--- config.mk ---
export PLATFORM = sky130hd
export DESIGN_NAME = toggle_clock_monitor
export DESIGN_NICKNAME = d
export VERILOG_FILES = /design/src/rtl/toggle_clock_monitor.sv
export SDC_FILE = /design/constraint.sdc
export NUM_CORES = 1
export LEC_CHECK = 0
export ABC_AREA = 1
export CAP_MARGIN = 10
export CORE_ASPECT_RATIO = 0.75
export CORE_MARGIN = 2
export CORE_UTILIZATION = 39
export DETAILED_ROUTE_END_ITERATION = 16
export GPL_ROUTABILITY_DRIVEN = 0
export GPL_TIMING_DRIVEN = 0
export MAX_ROUTING_LAYER = met4
export SYNTH_ARGS = -nofsm -noshare
export SYNTH_HDL_FRONTEND = slang
export SYNTH_SLANG_ARGS = --single-unit
--- constraint.sdc ---
create_clock -name clock -period 5.9 [get_ports clock]
set_input_delay 1.475 -clock clock [delete_from_list [all_inputs] [get_ports clock]]
set_output_delay 1.475 -clock clock [all_outputs]
set_load 0.01 [all_outputs]
--- src/rtl/toggle_clock_monitor.sv ---
// toggle_clock_monitor: synchronizes a divided clock, strobes its edges, measures half-periods and tracks lock/loss.
module toggle_clock_monitor #(
  parameter int SIZE       = 26,
  parameter int EXPECTED   = 25000000,
  parameter int TOL        = 2,
  parameter int TIMEOUT    = 50000000,
  parameter int LOCK_COUNT = 4
) (
  input  logic            clock,
  input  logic            reset,
  input  logic            slow_in,
  output logic            rise_pulse,
  output logic            fall_pulse,
  output logic [SIZE-1:0] half_period,
  output logic            meas_valid,
  output logic            locked,
  output logic            lost
);
  typedef enum logic [1:0] {SEARCH, LOCKING, LOCKED, LOST} state_t;
  localparam logic [SIZE:0]   EXP_W  = (SIZE+1)'(EXPECTED);
  localparam logic [SIZE:0]   TOL_W  = (SIZE+1)'(TOL);
  localparam logic [SIZE-1:0] TO_W   = SIZE'(TIMEOUT - 1);
  localparam logic [3:0]      LOCK_W = 4'(LOCK_COUNT);
  state_t state, state_nx;
  logic s1, s2, p;
  logic [SIZE-1:0] cnt;
  logic [3:0] match, match_nx;
  logic [SIZE:0] m, diff;
  logic edge_det, in_tol, timeout, measure;
  // one extra bit keeps cnt+1 and the deviation free of overflow
  assign m        = {1'b0, cnt} + (SIZE+1)'(1);
  assign diff     = m >= EXP_W ? m - EXP_W : EXP_W - m;
  assign in_tol   = diff <= TOL_W;
  assign edge_det = s2 ^ p;
  assign timeout  = !edge_det && cnt == TO_W;
  assign measure  = edge_det && (state == LOCKING || state == LOCKED);
  always_comb begin
    state_nx = state;
    match_nx = match;
    if (edge_det) begin
      if (state == SEARCH || state == LOST || !in_tol) begin
        state_nx = LOCKING;
        match_nx = '0;
      end else if (state == LOCKING) begin
        match_nx = match + 4'd1;
        state_nx = match_nx == LOCK_W ? LOCKED : LOCKING;
      end
    end else if (timeout) begin
      state_nx = LOST;
    end
  end
  always_ff @(posedge clock or posedge reset) begin
    if (reset) begin
      s1          <= 1'b0;
      s2          <= 1'b0;
      p           <= 1'b0;
      cnt         <= '0;
      match       <= '0;
      state       <= SEARCH;
      rise_pulse  <= 1'b0;
      fall_pulse  <= 1'b0;
      half_period <= '0;
      meas_valid  <= 1'b0;
      locked      <= 1'b0;
      lost        <= 1'b0;
    end else begin
      s1          <= slow_in;
      s2          <= s1;
      p           <= s2;
      cnt         <= edge_det ? '0 : (&cnt ? cnt : cnt + SIZE'(1));
      match       <= match_nx;
      state       <= state_nx;
      rise_pulse  <= s2 & !p;
      fall_pulse  <= !s2 & p;
      meas_valid  <= measure;
      half_period <= measure ? (m[SIZE] ? '1 : m[SIZE-1:0]) : half_period;
      locked      <= state_nx == LOCKED;
      lost        <= state_nx == LOST;
    end
  end
endmodule

---- After elaboration in Yosys (flattened, before gate mapping) ----
Index checks and enable logic that the tools add are counted.
storage, ports and cells
  flip-flop bits (word level) ............. 66
  bits of input ports ..................... 3
  output and inout bits ................... 31
  logic and storage cells ................. 54
cells by class
  add/sub/neg operators ................... 5
  order comparisons ....................... 2
  eq/ne operators ......................... 8
  mux-type cells .......................... 11
  bitwise logic cells ..................... 3
  reduce and logical (&&, ||, !) cells .... 13
operator list
  operator                                                          number
  2-to-1 mux 26 bit                                                 3
  adder 26 x 1 -> 27 bit (second input constant)                    1
  >= comparator 27 x 25 -> 1 bit (second input constant)            1
  less-or-equal comparator 27 x 2 -> 1 bit (second input constant)  1
  2-to-1 mux 27 bit                                                 1
  subtractor 25 x 27 -> 27 bit (first input constant)               1
  subtractor 27 x 25 -> 27 bit (second input constant)              1
  adder 26 x 1 -> 26 bit (second input constant)                    1
  == test 26 bit (second input constant)                            1
  AND reduction 26 bit                                              1
  2-to-1 mux 2 bit                                                  5
  == test 2 bit (second input constant)                             4
  2-to-1 mux 4 bit                                                  2
  adder 4 x 1 -> 4 bit (second input constant)                      1
  == test 4 x 3 -> 1 bit (second input constant)                    1
  zero test 1 bit                                                   4
  logical OR 1 bit                                                  3
  bitwise AND 1 bit                                                 2
  == test 2 x 1 -> 1 bit (second input constant)                    1
  logical AND 1 bit                                                 2
  zero test 2 bit                                                   1
  inequality test 2 bit (second input constant)                     1
  AND reduction 2 bit                                               1
  nonzero test 2 bit                                                1
  XOR 1 bit                                                         1

---- Depth between registers and ports, before layout ----
Gate-level depths: netlist (run 1).
  depth after elaboration ................. 9
  depth in mapped cells ................... 27
  depth with buffers taken out ............ 26

---- Worst setup path after synthesis (run 1) ----
No wires, ideal clock.
  path type ............................... flip-flop to flip-flop
  from .................................... register cnt[0]
  to ...................................... register lost
  library setup time ...................... 121 ps
  arrival ................................. 2,810 ps
  required time ........................... 5,779 ps
  slack ................................... 2,969 ps
  cell stages (with the launch flop) ...... 26
  buffers on the path ..................... 1
  period minus slack after synthesis ...... 2,931 ps
  path through ............................ dfrtp_1 > ha_1 > buf_2 > nand2_2 > inv_1 > nand2_1 > inv_1 > nor2_1 > ha_1 > nand3_1 > nand2_1 > nand2_1 > nor2_1 > nand3_1 > nand2_1 > nand2_1 > nand2_1 > nand2_1 > nand2_1 > nand2_1 > nor2_1 > nand2_1 > nor2_4 > nand3_2 > o21ai_0 > nor2_1
on the way
  word-level cells in the longest chain between the ends .. 9
  elaborated cells between the ends (all ways) .. 14
  those cells by class .................... add/sub: 3; order compare: 2; eq/ne: 2; mux: 4; reduce/logical: 3
RTL lines
  what                                                  RTL line  source
  start, declared                                       26        logic [SIZE-1:0] cnt;
  start signal, assigned                                70        cnt <= edge_det ? '0 : (&cnt ? cnt : cnt + SIZE'(1));
  adder 26 x 1 -> 27 bit                                31        assign m = {1'b0, cnt} + (SIZE+1)'(1);
  subtractor 25 x 27 -> 27 bit (tied with other cells)  32        assign diff = m >= EXP_W ? m - EXP_W : EXP_W - m;
  2-to-1 mux 27 bit                                     32
  less-or-equal comparator 27 x 2 -> 1 bit              33        assign in_tol = diff <= TOL_W;
  zero test 1 bit                                       41        if (state == SEARCH || state == LOST || !in_tol) begin
  logical OR 1 bit                                      41
  2-to-1 mux 2 bit                                      41
  2-to-1 mux 2 bit (*)                                  40        if (edge_det) begin
  == test 2 bit (*)                                     78        lost <= state_nx == LOST;
  end signal, assigned                                  65        lost <= 1'b0;
  end signal, assigned                                  78
  end, declared                                         17        output logic lost
Every way passes the cells marked *; elsewhere a longest branch is shown, timed or not.
A chain may end at the register's enable or synchronous reset.

---- Worst setup path in the final report (run 1) ----
Ends and elaborated chain as after synthesis.

==> results of run 1 <==
## worst min path at each step
stage                         to         start  cells past startpoint  slack [ns]
finish              s2$_DFF_PP0_  s1$_DFF_PP0_                      0        0.35
floorplan           s2$_DFF_PP0_  s1$_DFF_PP0_                      0        0.33
global placement    s2$_DFF_PP0_  s1$_DFF_PP0_                      0        0.33
detailed placement  s2$_DFF_PP0_  s1$_DFF_PP0_                      0        0.34
CTS                 s2$_DFF_PP0_  s1$_DFF_PP0_                      0        0.35
global route        s2$_DFF_PP0_  s1$_DFF_PP0_                      0        0.37
## state kept, by name, summed over array words and instances, names as in the netlist
signal / cells
s1: 1
half_period: 26
cnt: 26
match: 4
state: 2
s2: 1
lost: 1
meas_valid: 1
rise_pulse: 1
p: 1
fall_pulse: 1
locked: 1
## report_power, final
group | leakage, nW | internal (mW) | switching (mW)
Clock | 0.138 | 0.309 | 0.214
Combinational | 1.78 | 0.127 | 0.142
Sequential | 0.851 | 0.508 | 0.0327
Total | 2.77 | 0.943 | 0.389
## final cells by class
type / instances / share of cell area [%]
multi-input cells: 619 / 50.7
flip-flops and latches: 66 / 28.5
repair buffers: 33 / 5.71
inverters: 80 / 5.23
clock buffers: 11 / 4.37
well taps: 166 / 3.59
plain buffers: 13 / 1.25
clock inverters: 5 / 0.649
## stage by stage
stage          cell area, µm²  hold WS, ns  instances  total power [mW]
3_3_place_gp             5490        0.335        977             0.812
6_report                 5790        0.348        993              1.33
2_1_floorplan            4960        0.331        778             0.676
5_1_grt                  5790        0.369        993              1.40
4_1_cts                  5790        0.351        993              1.35
3_5_place_dp             5500        0.337        977             0.817
## per-layer routing
metal  vias up  wire length [µm]  GRT usage (%)
met5         -                 0              -
met4         0               327           8.18
met3        20              1550           5.41
met2       228              6290           35.4
met1      2468              7760           37.5
li1       2575                 -              -
## placed cells by master (no fill, tap or decap)
| cell | Yosys | layout |
|---|---|---|
| nor2_1 | 113 | 113 |
| clkdlybuf4s50_1 | 0 | 33 |
| nand2_2 | 19 | 19 |
| inv_1 | 76 | 75 |
| nand3_2 | 7 | 7 |
| o211ai_1 | 1 | 1 |
| o21a_1 | 1 | 1 |
| inv_6 | 0 | 1 |
| clkinvlp_4 | 0 | 2 |
| clkbuf_8 | 0 | 2 |
| nor3b_1 | 1 | 1 |
| nand2_4 | 2 | 2 |
| nor4_1 | 1 | 1 |
| nor2_8 | 1 | 1 |
| nand4_2 | 1 | 1 |
| clkinv_2 | 0 | 1 |
| inv_4 | 0 | 1 |
| ha_1 | 9 | 9 |
| clkinv_4 | 0 | 1 |
| nand3_4 | 1 | 1 |
| inv_2 | 4 | 4 |
| o21ai_1 | 4 | 4 |
| nand3b_1 | 4 | 4 |
| dfrtp_1 | 66 | 66 |
| nand2_1 | 261 | 261 |
| clkbuf_1 | 9 | 9 |
| a21oi_1 | 41 | 41 |
| nor2_4 | 6 | 6 |
| o21ai_0 | 39 | 39 |
| nor2_2 | 15 | 15 |
| xor2_1 | 7 | 7 |
| nand3_1 | 66 | 66 |
| buf_6 | 3 | 3 |
| nand4_1 | 16 | 16 |
| buf_2 | 1 | 1 |
| clkbuf_16 | 0 | 9 |
| nand3b_2 | 1 | 1 |
| nor3_1 | 2 | 2 |
## kinds of logic after synthesis
kind of cell	after synthesis	synth area share, %
and+or+nand+nor	517	46.9
buffers and inverters	93	7.52
AOI/OAI and AO/OA	86	8.79
DFF	66	33.3
adders and majority gates	9	2.27
xor gates and xnor gates	7	1.24
==> flow_summary.toml, run 1 <==
[power_and_ir_drop]
leakagePower_nw = 2.77
power.density_nw_per_um2 = 230
peakVddDrop_mv = 0.190

[timing]
maxSlewViolCount = 0
relSlewSlack_pct = 36.6
fin_crit_sh_pct = 65.8
finalHoldViolCount = 0
finalWorstSetupSlack_ns = 2.02
max_freq_mhz = 258
tightestPinTransition_ns = 0.948
rsz0062_at_grt = "false"
finalSetupViolCount = 0
setup_tns_ns = 0
fin_crit_ns = 3.88
finalClockSkew_ns = 0.00795

[critical_path]
crit-reg2reg-capture = "lost$_DFF_PP0_"
regToRegStartpoint = "cnt[0]$_DFFE_PP0P_"
cp.required_ns = 6.13
cpPeakStageDelay_ns = 0.48
critPathArrivalTime_ns = 4.11
cp-end-kind = "flip-flop"
cp_max_fo = 10
worst-r2r-setup-slack_ns = 2.02
path_cells = "ha_1 > buf_2 > nand2_2 > nor2_2 > nand3_1 > nand2_1 > nand3_2 > nor2_2 > nor2_2 > nand2_2 > nand2_4 > nand2_4 > nand3_2 > buf_6 > nor2_1 > nand3_1 > a21oi_1 > nand2_1 > nor2_4 > nand3_2 > o21ai_0 > nor2_1"
path_depth = 22
worstSetupPathType = "flip-flop to flip-flop"
critical_path.startpoint = "cnt[0]$_DFFE_PP0P_"
critPathLaunchType = "flip-flop"
cpMaxStageDelayCell = "dfrtp_1"
critPathBufInv = 2
r2r_cells = 22
crit_family = "simple AND/OR/NAND/NOR gates"
endpoint = "lost$_DFF_PP0_"

[clock_network]
clockBufferDepth = 2
cts-root-buf = "clkbuf_16"
cts_tree = "done"
ctsHoldBuffers = 0
path_clk_slew_ns = 0.06
htree_levels = 3
cts_buffers = 9
clk_latency_ns = 0.35
cts_num_sinks = 66
post_cts_buffers = 0
cts_resized = 0

[synthesis]
postSynthAreaPerCell_um2 = 6.37
syn_inst = 778
syn-cell-area_um2 = 4960
synth_top_cell_area_share_pct = 33.3
yosys.cell_types.count = 30
seq_area_frac_synth_pct = 33.3
synth_nets = 790
synth_area_leaders = "dfrtp_1 33%, nand2_1 20%, nor2_1 8.6%"
yosysMostFrequentCell = "nand2_1"
synth-seq-cells = 66
async_flop_share_pct = 100
ys.flop_type = "dfrtp_1"
synth_edf_count = 0
synth_commonest_cells = "261 x nand2_1, 113 x nor2_1, 76 x inv_1"
ys_warn_count = 0
synth_top_cell_by_area = "dfrtp_1"

[grt]
grt_max_degree = 67
grt_pass1_vias = 4820
grt-ovfl-total = 0
grt_use_total_pct = 25.8
grt_antenna_before_repair = 0
grt_pass1_wl_um = 25800

[layout]
layout.nets = 834
syn2layout_area_growth_pct = 16.8
diodes = 0
seq_area_um2 = 1650
multi_input_area_um2 = 2930
drive_gt1_share_pct = 9.43
fillCellCount = 1298
post-route-util_pct = 46.9

[placed_design]
io_buffers = 33
hpwl_um = 12500
dp_slack_ns = 2.09

[floorplan]
io-pin-count = 34
die_w_um = 134
placeableCoreArea_um2 = 12300
die_h_um = 102
dieArea_um2 = 13600
initial_core_util_pct = 40.1
core.rowCount = 35

[drt]
drtPass1Iterations = 5
drt_iter0_drc = 529
vias = 5291
drt-total-wl_um = 15900
avgViaCountPerCell = 5.33
wl_per_cell_um = 16.0
route.detailed.drc = 0
antenna_left = 0

[run_status]
status = "completed"

[min_path]
holdCritPathClass = "flip-flop to flip-flop"

[flow_run]
drv_cap = 0
(Power assumes the default switching activity.)
==> inputs of run 2 (changes only) <==
clock period = 3.7 ns   (was 5.9 ns; I/O delays follow)
==> run 2 against run 1 <==
Against the previous run: register-to-register slack worse by 1.8 ns; non-clock buffer count increased by 9; critical endpoint is now locked$_DFF_PP0_; worst setup slack got worse by 1.8 ns; fmax is 12% higher; cell count rose by 0.91%; clock skew about the same; total power is 61% higher; sequential cell count did not move.
==> flow_summary.toml, run 2 (synthesis results as in run 1) <==
[run_status]
status = "completed"

[clock_network]
cts_num_sinks = 66
cts_tree = "done"
clockBufferDepth = 2
ctsHoldBuffers = 0
clk_latency_ns = 0.35
cts-root-buf = "clkbuf_16"
cts_buffers = 9
htree_levels = 3
path_clk_slew_ns = 0.06

[timing]
tightestPinTransition_ns = 0.944
finalClockSkew_ns = 0.00786
max_freq_mhz = 288
finalHoldViolCount = 0
fin_crit_ns = 3.48
maxSlewViolCount = 0
finalSetupViolCount = 0
relSlewSlack_pct = 36.8
fin_crit_sh_pct = 94.0

[power_and_ir_drop]
finalPower_mw = 2.15
leakagePower_nw = 2.83
peakVddDrop_mv = 0.302
power.density_nw_per_um2 = 358

[floorplan]
core.rowCount = 35
initial_core_util_pct = 40.1
io-pin-count = 34
dieArea_um2 = 13600
placeableCoreArea_um2 = 12300
die_h_um = 102
die_w_um = 134

[grt]
grt_pass1_vias = 4833
grt_antenna_before_repair = 0
grt-ovfl-total = 0
grt_pass1_wl_um = 25800
grt_use_total_pct = 25.8
grt_max_degree = 67

[drt]
drt-total-wl_um = 16200
antenna_left = 0
avgViaCountPerCell = 5.31
vias = 5317
route.detailed.drc = 0
drt_iter0_drc = 581
drtPass1Iterations = 6
wl_per_cell_um = 16.2

[layout]
layout.cells.most_common = "nand2_1"
design_area_um2 = 5990
reg.largest.list = "cnt x26, half_period x26, match x4"
layout_common_cells = "247 x nand2_1, 105 x nor2_1, 75 x inv_1"
diodes = 0
layout.nets = 843
syn2layout_area_growth_pct = 21.0
drive_gt1_share_pct = 13.9

[min_path]
holdCritPathClass = "flip-flop to flip-flop"

[critical_path]
worstSetupPathType = "flip-flop to flip-flop"
critPathArrivalTime_ns = 3.76
cp.required_ns = 3.98
critPathLaunchType = "flip-flop"
cp_max_fo = 10
cp-end-kind = "flip-flop"

[placed_design]
postPlaceCellArea_um2 = 5500
io_buffers = 33
hpwl_um = 12500

[flow_run]
drv_cap = 0
[run 2: per-layer routing]
| metal | global-route usage [%] | vias up | part of all wire [%] |
|---|---|---|---|
| li1 | - | 2599 | - |
| met1 | 37.6 | 2451 | 48 |
| met2 | 35.4 | 240 | 40 |
| met3 | 5.41 | 27 | 9.9 |
| met4 | 8.18 | 0 | 2.5 |
| met5 | - | - | 0 |
[run 2: final timing paths]
check                                         from              endpoint  slack, ns  depth (start not counted)
worst max-delay path            cnt[1]$_DFFE_PP0P_      locked$_DFF_PP0_       0.22                         23
worst min-delay path                  s1$_DFF_PP0_          s2$_DFF_PP0_       0.35                          0
worst max register to register  cnt[1]$_DFFE_PP0P_      locked$_DFF_PP0_       0.22                         23
worst min register to register        s1$_DFF_PP0_          s2$_DFF_PP0_       0.35                          0
max in group asynchronous                    reset    cnt[0]$_DFFE_PP0P_       2.04                          2
min in group asynchronous                    reset  match[3]$_DFFE_PP0P_       1.10                          2
[run 2: through the flow]
step | setup slack, ns | std cells | hold WS [ns] | util [%] | setup TNS (ns)
after floorplan | 0.769 | 778 | 0.331 | - | 0
after global placement | -0.0896 | 977 | 0.335 | 44.5 | -5.56
after detailed placement | -0.115 | 977 | 0.337 | 44.5 | -0.424
after CTS | 0.0550 | 993 | 0.351 | 47.0 | 0
after global routing | -0.0177 | 1002 | 0.369 | 48.5 | -0.0681
final | 0.223 | 1002 | 0.348 | 48.5 | 0
[run 2: area by class of cell]
class                      count  area [µm²]
fill                        1286        6350
multi-input combinational    619        3070
sequential                    66        1650
timing repair buffer          42         398
inverter                      80         303
clock buffer                  11         253
tap                          166         208
buffer                        13        75.1
clock inverter                 5        37.5
[run 2: worst max-delay path, cell delays in order (launching register included)]
cell      delay (ns)
dfrtp_1         0.41
ha_1            0.17
clkbuf_4        0.19
nand2_2         0.10
nor2_4          0.15
nand3_1         0.16
nor2_2          0.20
nand2_1         0.07
nand2_1         0.11
nand2_4         0.10
nor2_1          0.18
nand2_1         0.09
nor2_2          0.13
nand2_4         0.08
nand3_4         0.12
buf_6           0.16
nand2_1         0.07
a21oi_2         0.21
nand2_2         0.10
nor2_4          0.18
nand3_2         0.14
nor2_2          0.10
nor2_1          0.06
nor2_2          0.10
[run 2: repair_timing]
action / CTS / global route
endpoints found under the setup margin: 7 / 8
pin swaps: 0 / 7
resized for setup: 5 / 36
setup buffers: 0 / 9
hold endpoints to repair: 0 / 0
[run 2: report_power, final]
part	switching, mW	leakage (nW)	total (mW)	internal (mW)
Sequential	0.0507	0.850	0.860	0.810
Clock	0.346	0.138	0.838	0.492
Combinational	0.235	1.84	0.447	0.212
==> inputs of run 3 (changes only) <==
CORE_UTILIZATION = 42   (was 39)
==> run 3 against run 2 <==
Against the previous run: register-to-register slack barely moved; sequential cell count did not move; cell count fell by 0.20%; cell area rose by 0.73%; wire length rose by 0.11%; core utilization rose by 3.6 points; worst setup slack improved by 0.013 ns; fmax rose by 0.39%.
==> flow_summary.toml, run 3 (synthesis results as in run 1) <==
[run_status]
status = "completed"

[timing]
finalClockSkew_ns = 0.0105
tightestPinTransition_ns = 0.899
maxSlewViolCount = 0
fin_crit_ns = 3.46
max_freq_mhz = 289
relSlewSlack_pct = 39.9
finalSetupViolCount = 0
fin_crit_sh_pct = 93.6
finalWorstSetupSlack_ns = 0.236
finalHoldViolCount = 0

[critical_path]
worst-r2r-setup-slack_ns = 0.24
cpPeakStageDelay_ns = 0.41
cpMaxStageDelayCell = "dfrtp_2"
path_cells = "buf_4 > clkinvlp_4 > nor2_4 > buf_6 > nand2_2 > nand2_1 > nand2_1 > nand3_1 > nand2_2 > buf_4 > xor2_1 > nor2_1 > nand3_1 > nor2_1 > nand3_1 > a21oi_4 > nand2_1 > nor2_4 > nand3_2 > o21ai_0 > nor2_1"
worstSetupPathType = "flip-flop to flip-flop"
cp_max_fo = 10
crit-reg2reg-capture = "lost$_DFF_PP0_"
cp.required_ns = 3.93
cp-end-kind = "flip-flop"
critical_path.startpoint = "cnt[0]$_DFFE_PP0P_"
critPathArrivalTime_ns = 3.70
endpoint = "lost$_DFF_PP0_"
regToRegStartpoint = "cnt[0]$_DFFE_PP0P_"
critPathLaunchType = "flip-flop"
r2r_cells = 21

[drt]
drt_iter0_drc = 570
drt-total-wl_um = 16200
vias = 5380
route.detailed.drc = 0
antenna_left = 0
avgViaCountPerCell = 5.38
drtPass1Iterations = 5
wl_per_cell_um = 16.2

[layout]
reg.largest.list = "cnt x26, half_period x26, match x4"
syn2layout_area_growth_pct = 21.8
layout.cells.most_common = "nand2_1"
layout.nets = 845
diodes = 0
drive_gt1_share_pct = 13.2
post-route-util_pct = 52.2
stdcell_count = 1000
layout_common_cells = "255 x nand2_1, 106 x nor2_1, 73 x inv_1"

[min_path]
holdCritPathClass = "flip-flop to flip-flop"

[power_and_ir_drop]
finalPower_mw = 2.21
peakVddDrop_mv = 0.361
leakagePower_nw = 2.85
power.density_nw_per_um2 = 366

[clock_network]
path_clk_slew_ns = 0.06
cts_buffers = 9
htree_levels = 3
clockBufferDepth = 2
cts-root-buf = "clkbuf_16"
clk_latency_ns = 0.35
cts_tree = "done"
cts_num_sinks = 66

[grt]
grt-ovfl-total = 0
grt_pass1_wl_um = 25700
grt_antenna_before_repair = 0
grt_use_total_pct = 27.3
grt_max_degree = 38
grt_pass1_vias = 4919

[placed_design]
io_buffers = 33
dp_slack_ns = -0.0653
hpwl_um = 12500
dp_cells = 974

[floorplan]
io-pin-count = 34
placeableCoreArea_um2 = 11600
initial_core_util_pct = 42.8
core.rowCount = 34
die_h_um = 98.1
die_w_um = 129
dieArea_um2 = 12700

[flow_run]
drv_cap = 0
[run 3: changes by cell type in the layout (fill, tap and decap cells not counted), moves of 2 or more]
cell,change
inv_6,+2
nand2_2,-12
nand3_2,+2
a21oi_2,-2
inv_2,+2
inv_1,-2
nand3_1,-2
nand2_1,+8
o21ai_1,+2
nand2_4,+4
[run 3: what timing repair did]
item	in CTS	in global routing
setup endpoints to repair	7	8
pin swaps	0	4
hold buffers	0	0
hold endpoints to repair	0	0
resized for setup	4	35
buffers inserted	0	10
[run 3: cell type report]
| type | count | area, µm² |
|---|---|---|
| buffer | 13 | 75.1 |
| multi-input combinational | 619 | 3070 |
| timing repair buffer | 44 | 425 |
| clock inverter | 6 | 72.6 |
| fill | 1173 | 5530 |
| sequential | 66 | 1650 |
| clock buffer | 10 | 239 |
| tap | 162 | 203 |
| inverter | 80 | 304 |
[run 3: routing by layer]
metal | global-route usage [%] | share of wire, % | vias to the layer above
met4 | 7.36 | 1.8 | 0
met1 | 39.7 | 47 | 2537
met5 | - | 0 | -
li1 | - | - | 2588
met2 | 38.2 | 42 | 232
met3 | 6.14 | 9.2 | 23
[run 3: stage by stage]
| stage | instance area, µm² | hold WS, ns | setup TNS, ns |
|---|---|---|---|
| floorplan | 4960 | 0.331 | 0 |
| global route | 6040 | 0.354 | -0.171 |
| finish | 6040 | 0.344 | 0 |
| CTS | 5830 | 0.348 | 0 |
| detailed placement | 5510 | 0.340 | -0.242 |
| global placement | 5490 | 0.337 | -2.36 |
[run 3: worst min path at each step]
stage | cells after the start | start | to | slack, ns
3_3_place_gp | 0 | s1$_DFF_PP0_ | s2$_DFF_PP0_ | 0.34
6_report | 0 | s1$_DFF_PP0_ | s2$_DFF_PP0_ | 0.34
4_1_cts | 0 | s1$_DFF_PP0_ | s2$_DFF_PP0_ | 0.35
2_1_floorplan | 0 | s1$_DFF_PP0_ | s2$_DFF_PP0_ | 0.33
5_1_grt | 0 | s1$_DFF_PP0_ | s2$_DFF_PP0_ | 0.35
3_5_place_dp | 0 | s1$_DFF_PP0_ | s2$_DFF_PP0_ | 0.34
[run 3: critical path: cells and delay by family (launching register included)]
kind,cells,cell delay [ns]
AOI/OAI and AO/OA,2,0.36
DFF,1,0.41
xor gates and xnor gates,1,0.13
buffers and inverters,4,0.62
and+or+nand+nor,14,1.83
[run 3: report_power, final]
part           internal, mW  total (mW)  switching (mW)
combinational         0.214       0.446           0.232
sequential            0.809       0.859          0.0496
clock                 0.548       0.905           0.356
total                  1.57        2.21           0.638
